`src/rtl/adc_avg_filter.sv`:
```
// Block-average filter for one XADC channel: averages N = 2^LOG2_N accepted
// conversions, publishes the truncated mean with a one-cycle strobe, and tracks the peak mean.
module adc_avg_filter #(
  parameter int          LOG2_N = 3,
  parameter logic [4:0]  CHAN   = 5'h10
) (
  input  logic        CLK,
  input  logic        RST_N,
  input  logic        EN,
  input  logic        DRDY,
  input  logic [15:0] DO,
  input  logic [4:0]  CHANNEL,
  input  logic        PEAK_CLR,
  output logic [11:0] V_AVG,
  output logic        AVG_VALID,
  output logic [11:0] V_PEAK,
  output logic        BUSY
);

  localparam int AW = 12 + LOG2_N;

  typedef enum logic {IDLE, ACC} state_t;

  state_t            state_q, state_d;
  logic [AW-1:0]     acc_q, acc_d;
  logic [LOG2_N-1:0] cnt_q, cnt_d;
  logic [11:0]       avg_q, avg_d;
  logic              valid_q, valid_d;
  logic [11:0]       peak_q, peak_d;

  logic          accept;
  logic [11:0]   sample;
  logic [AW-1:0] sum;
  logic [11:0]   avg_new;
  logic          last;
  logic          unused_do;

  assign accept    = DRDY && (CHANNEL == CHAN) && EN;
  assign sample    = DO[15:4];
  assign unused_do = ^DO[3:0];
  // The accumulator only ever holds N-1 samples, so adding the Nth cannot wrap.
  assign sum       = acc_q + {{LOG2_N{1'b0}}, sample};
  assign avg_new   = sum[AW-1:LOG2_N];
  assign last      = (cnt_q == {LOG2_N{1'b1}});

  always_comb begin
    state_d = state_q;
    acc_d   = acc_q;
    cnt_d   = cnt_q;
    avg_d   = avg_q;
    valid_d = 1'b0;
    peak_d  = peak_q;

    case (state_q)
      IDLE: begin
        if (accept) begin
          state_d = ACC;
          acc_d   = {{LOG2_N{1'b0}}, sample};
          cnt_d   = LOG2_N'(1);
        end
      end
      ACC: begin
        if (!EN) begin
          state_d = IDLE;
          acc_d   = '0;
          cnt_d   = '0;
        end else if (accept) begin
          if (last) begin
            state_d = IDLE;
            acc_d   = '0;
            cnt_d   = '0;
            avg_d   = avg_new;
            valid_d = 1'b1;
          end else begin
            acc_d = sum;
            cnt_d = cnt_q + LOG2_N'(1);
          end
        end
      end
      default: begin
        state_d = IDLE;
        acc_d   = '0;
        cnt_d   = '0;
      end
    endcase

    // A clear issued while the strobe is out keeps the freshly published average.
    if (valid_d) begin
      peak_d = (PEAK_CLR || (avg_new > peak_q)) ? avg_new : peak_q;
    end else if (PEAK_CLR) begin
      peak_d = valid_q ? avg_q : 12'h000;
    end
  end

  always_ff @(posedge CLK or negedge RST_N) begin
    if (!RST_N) begin
      state_q <= IDLE;
      acc_q   <= '0;
      cnt_q   <= '0;
      avg_q   <= '0;
      valid_q <= 1'b0;
      peak_q  <= '0;
    end else begin
      state_q <= state_d;
      acc_q   <= acc_d;
      cnt_q   <= cnt_d;
      avg_q   <= avg_d;
      valid_q <= valid_d;
      peak_q  <= peak_d;
    end
  end

  assign V_AVG     = avg_q;
  assign AVG_VALID = valid_q;
  assign V_PEAK    = peak_q;
  assign BUSY      = (state_q == ACC);

endmodule

```
`config.mk`:
```
export PLATFORM = sky130hd
export DESIGN_NAME = adc_avg_filter
export DESIGN_NICKNAME = d
export VERILOG_FILES = /design/src/rtl/adc_avg_filter.sv
export SDC_FILE = /design/constraint.sdc
export NUM_CORES = 1
export LEC_CHECK = 0
export ABC_AREA = 1
export ABC_CLOCK_PERIOD_IN_PS = 3150
export CELL_PAD_IN_SITES_DETAIL_PLACEMENT = 0
export CELL_PAD_IN_SITES_GLOBAL_PLACEMENT = 1
export CORE_ASPECT_RATIO = 2
export CORE_MARGIN = 5
export CORE_UTILIZATION = 38
export DETAILED_ROUTE_END_ITERATION = 10
export PLACE_DENSITY = 0.78
export SLEW_MARGIN = 20
export SYNTH_ARGS = -nofsm -noshare
export SYNTH_HDL_FRONTEND = slang
export SYNTH_SLANG_ARGS = --single-unit
```
`constraint.sdc`:
```
create_clock -name CLK -period 3.15 [get_ports CLK]
set_input_delay 0.315 -clock CLK [delete_from_list [all_inputs] [get_ports CLK]]
set_output_delay 0.315 -clock CLK [all_outputs]
set_load 0.005 [all_outputs]
```
==> flow_summary.json, run 1 <==
{
  "synth_cell_type_count": 30,
  "drt-pass1-iter-count": 4,
  "setup_tns_ps": 0,
  "die_w_um": 74.1,
  "n_fill_cell": 790,
  "clock_sinks": 44,
  "layout.nets": 609,
  "synthCells": 455,
  "antenna_found_initial": 0,
  "netlist_area_um2": 3120,
  "rows": 46,
  "first_global_vias": 3120,
  "crit_arrival_ps": 3160,
  "die-area_um2": 10200,
  "postRouteAntennaNets": 0,
  "instances_no_fill": 653,
  "wl_per_cell_um": 13.9,
  "vias": 3181,
  "max-cap-violations": 0,
  "status": "complete, no violations",
  "grt_remaining_overflow": 0,
  "tightest_slew_ps": 594,
  "grt_pass1_wl_mm": 14.6,
  "synth_seq_area_share_pct": 35.3,
  "hold_viol_final": 0,
  "yosys.area_share.simple_pct": 33.9,
  "drive_above_1_share_pct": 20.5,
  "slew_viol_final": 0,
  "skew_ps": 5.55,
  "place.gp.congestion": 0.924,
  "root_buffer": "clkbuf_16",
  "syn_nets": 508,
  "post-route-period-util_pct": 94.9,
  "synth_top_family_by_area": "simple AND/OR/NAND/NOR gates",
  "holdWs_ps": 0.392,
  "clk_pin_slew_worst_paths_ps": 60,
  "hp-class": "input port to async pin",
  "syn_avg_cell_area_um2": 6.86,
  "clk_latency_ps": 290,
  "htree_levels": 2,
  "postCtsHoldBufs": 0,
  "ys_warn_count": 0,
  "setup_viol": 0,
  "leakage_nw": 2.32,
  "synth_seq_cells": 44,
  "io_pins": 52,
  "die_h_um": 138,
  "initialDrtViolationCount": 98,
  "ys_top_cells_by_count": "nand2_1, inv_1, dfrtp_1",
  "dp_cells": 643,
  "synth_xor_area_share_pct": 1.36,
  "fmax_mhz": 335,
  "grt_max_degree": 45,
  "synth_edf_count": 0,
  "synth_top_area_cell": "dfrtp_1",
  "p_per_area_nw_per_um2": 581,
  "cp.required_ps": 3320,
  "diodes": 0,
  "slew_headroom_pct": 60.4,
  "cts_buffers": 5,
  "cts_tree": "done",
  "min_period_ps": 2990,
  "vdd_drop_max_mv": 0.321,
  "synth_compound_area_share_pct": 8.34,
  "yosysMostFrequentCell": "nand2_1",
  "cp-end-kind": "register",
  "area_growth_pct": 44.6,
  "async_flop_share_pct": 100,
  "worst-path-max-fanout": 5,
  "core_um2": 8000,
  "drc": 0,
  "via_per_inst": 4.87,
  "critPathKind": "input port to register",
  "cp-start-kind": "input port",
  "clockBufferDepth": 2,
  "dpl.hpwl_mm": 7.21,
  "synthAdderAreaFrac_pct": 11.1,
  "start_util_pct": 39.0,
  "synth.area.top_cells": "dfrtp_1, nand2_1, ha_1, inv_1, nand3_1",
  "io_buffers": 47,
  "grt_util_all_layers_pct": 18.4,
  "routed_wl_mm": 9.07,
  "ys.flop_type": "dfrtp_1",
  "synthMuxAreaShare_pct": 0,
  "netlist.area_leader.share_pct": 35.3
}
[per-layer routing]
metal  routed length, um  share of wire [%]  vias up  GRT usage [%]
li1                    -                  -     1635              -
met1                3200                 35     1473           18.4
met2                5370                 59       57           36.3
met3                 258                2.8       16           1.81
met4                 232                2.6        0           6.97
met5                   0                  0        -              0
[critical path: stages]
cell and delay [ps]:
clkdlybuf4s50_1 480, ha_2 190, inv_2 40, fa_2 360, inv_2 90, nand3_2 70
nand2_2 90, nand3_4 80, nand3_2 60, nand2_1 60, and2_4 150, ha_4 260
nand2_2 60, nor2_4 120, nand2_2 60, nor2_1 110, nor2_1 60, nand2_2 90
nand2_4 100, buf_12 150, nand3_1 60, o21ai_0 80
[cell families after synthesis]
group,Yosys count
XOR/XNOR,4
AO/OA/AOI/OAI,50
adder cells (fa/ha/maj),27
AND/OR/NAND/NOR,251
buffers and inverters,79
flip-flops,44
[sequential cells by signal, indices dropped and copies added (netlist names)]
signal,count
cnt_q,3
BUSY,1
acc_q,15
AVG_VALID,1
V_PEAK,12
V_AVG,12
[placed cells by master (no fill, tap or decap), drive strengths merged, types with 5 or more instances in the layout]
master,synthesis,final
a21oi,32,32
and2,8,8
buf,6,56
clkbuf,3,8
clkdlybuf4s50,0,46
dfrtp,44,44
ha,26,26
inv,70,70
nand2,162,162
nand3,37,37
nand4,5,5
nor2,34,34
o21ai,14,14
[final cells by class]
type	count	area [um2]	area share, %
multi-input combinational	332	1930	42.7
sequential	44	1100	24.4
timing repair buffer	103	922	20.4
inverter	70	263	5.82
clock buffer	7	153	3.38
tap	96	120	2.66
clock inverter	1	30.0	0.665
[where the power goes]
part           leakage [nW]  switching (mW)  internal [mW]
sequential            0.580          0.0426          0.622
clock                0.0901           0.220          0.418
combinational          1.66           0.658          0.663
[worst paths after layout]
path / slack [ps] / endpoint / startpoint / cells past startpoint
worst min-delay path: 0.4 / acc_q[4] / RST_N / 1
worst max register to register: 290 / V_PEAK[4] / acc_q[2] / 19
min in group CLK: 480 / acc_q[2] / acc_q[2] / 2
max in group asynchronous: 2710 / V_AVG[1] / RST_N / 1
worst max-delay path: 160 / V_PEAK[4] / DO[4] / 22
worst min register to register: 480 / acc_q[2] / acc_q[2] / 2
[per-stage QoR]
stage	util (%)	area, um2	power, mW	setup slack (ps)
after floorplan	-	3120	1.31	489
after global placement	50.9	4080	1.80	-205
after detailed placement	50.9	4080	1.83	-263
after CTS	53.2	4260	2.48	35.7
after global routing	56.4	4520	2.84	-30.7
final	56.4	4520	2.62	162
[timing repair]
item                                    CTS  global route
gates resized for setup                   0            44
setup buffers                             0             1
endpoints found under the setup margin    0            12
Power figures use the tool's default switching activity.
==> run 2, diff against run 1 <==
PLACE_DENSITY = 0.89   (was 0.78)
==> flow_summary.json, run 2 (same netlist as run 1, synthesis figures left out) <==
{
  "status": "complete, no violations",
  "place.gp.congestion": 0.990,
  "holdWs_ps": 32.4,
  "slew_headroom_pct": 60.5,
  "drc": 0,
  "die-area_um2": 10200,
  "n_fill_cell": 734,
  "leakage_nw": 2.37,
  "grt_pass1_wl_mm": 14.9,
  "cp-endpoint": "V_PEAK[4]",
  "met1Wirelength_mm": 3.28,
  "top_layer_used": "met4",
  "top_register": "acc_q",
  "cp.required_ps": 3320,
  "drive_above_1_share_pct": 22.0,
  "reg2reg_from": "acc_q[0]",
  "vdd_drop_max_mv": 0.247,
  "most-common-layout-cells": "nand2_1, inv_1, buf_4, dfrtp_1, clkdlybuf4s50_1",
  "cp-start-kind": "input port",
  "wl_per_cell_um": 14.1,
  "worst-path-max-fanout": 9,
  "start_util_pct": 39.0,
  "crit_start": "DO[5]",
  "htree_levels": 2,
  "rows": 46,
  "wl_met3_um": 277,
  "reg2reg_slack_ps": 210,
  "largest_reg_flops": 15,
  "grt_max_degree": 45,
  "grt_util_all_layers_pct": 18.8,
  "min_period_ps": 2950,
  "rr_worst_depth": 20,
  "p_per_area_nw_per_um2": 574,
  "post-route-period-util_pct": 93.7,
  "slew_viol_final": 0,
  "layout.nets": 612,
  "timing.rr.end": "V_PEAK[4]",
  "hp-class": "input port to async pin",
  "fin_area_um2": 4580,
  "hold_viol_final": 0,
  "max-cap-violations": 0,
  "cp-end-kind": "register",
  "drt-pass1-iter-count": 4,
  "antenna_found_initial": 0,
  "core_um2": 8000,
  "area_growth_pct": 46.7,
  "tightest_slew_ps": 592,
  "cts_tree": "done",
  "wl_met2_mm": 5.33,
  "clk_latency_ps": 290,
  "io_buffers": 47,
  "routed_wl_mm": 9.25,
  "p_total_mw": 2.63,
  "final_common_cell": "nand2_1",
  "postLayoutCoreUtil_pct": 57.3,
  "root_buffer": "clkbuf_16",
  "vias": 3221,
  "critPathKind": "input port to register",
  "worst_slack_ps": 199,
  "first_global_vias": 3316,
  "setup_viol": 0,
  "postPlaceCellArea_um2": 4110,
  "die_w_um": 74.1,
  "via_per_inst": 4.91,
  "clk_pin_slew_worst_paths_ps": 60,
  "io_pins": 52,
  "die_h_um": 138,
  "clock_sinks": 44,
  "crit_arrival_ps": 3120,
  "skew_ps": 4.17,
  "clockBufferDepth": 2,
  "dpl.hpwl_mm": 7.30,
  "diodes": 0,
  "initialDrtViolationCount": 136,
  "postRouteAntennaNets": 0,
  "cts_buffers": 5,
  "grt_remaining_overflow": 0,
  "fmax_mhz": 339,
  "dp_slack_ps": -309,
  "cts_setup_buffers": 0
}
[run 2: layer usage]
metal / vias to the layer above / GRT usage (%)
met5: - / 0
met4: 0 / 9.65
met3: 22 / 2.69
met2: 63 / 36.2
met1: 1498 / 17.9
li1: 1638 / -
[run 2: worst min-delay path by stage]
| stage | startpoint | endpoint | slack, ps | cells after the start |
|---|---|---|---|---|
| 5_1_grt | RST_N | acc_q[4] | 90 | 1 |
| 6_report | RST_N | acc_q[4] | 30 | 1 |
| 3_3_place_gp | cnt_q[1] | cnt_q[1] | 470 | 2 |
| 2_1_floorplan | RST_N | AVG_VALID | 20 | 0 |
| 4_1_cts | RST_N | acc_q[4] | 250 | 1 |
| 3_5_place_dp | acc_q[2] | acc_q[2] | 470 | 2 |
[run 2: what timing repair did]
item | in CTS | in global routing
pin swaps | 0 | 16
endpoints found under the setup margin | 2 | 12
hold buffers | 0 | 0
resized for setup | 1 | 59
[run 2: report_power, final]
group          leakage (nW)  internal, mW  switching, mW
Sequential            0.580         0.622         0.0518
Clock                0.0808         0.373          0.222
Combinational          1.71         0.691          0.670
[run 2: layout make-up]
cell class	instances	area, um2	share of cell area, %
well taps	96	120	2.62
inverters	70	267	5.82
repair buffers	106	940	20.5
multi-input cells	332	1990	43.4
flip-flops and latches	44	1100	24.0
clock buffers	6	129	2.81
clock inverters	2	35.0	0.765
[run 2: per-stage QoR]
step	TNS (ps)	instances
2_1_floorplan	0	455
3_3_place_gp	-2490	648
3_5_place_dp	-3320	648
4_1_cts	0	656
5_1_grt	-65.6	656
6_report	0	656
[run 2: critical path: stages]
cell and delay, ps:
clkdlybuf4s50_1 470, inv_1 70, fa_2 410, inv_2 80
nand2_2 70, nand3_2 90, nand2_1 90, nand2_1 80
nand2_1 60, nand2_1 50, inv_1 50, ha_1 290
a21o_1 200, nor2_1 180, nand3_2 100, nand2_2 100
nand2_4 100, buf_12 150, nand3_1 70, o21ai_1 70
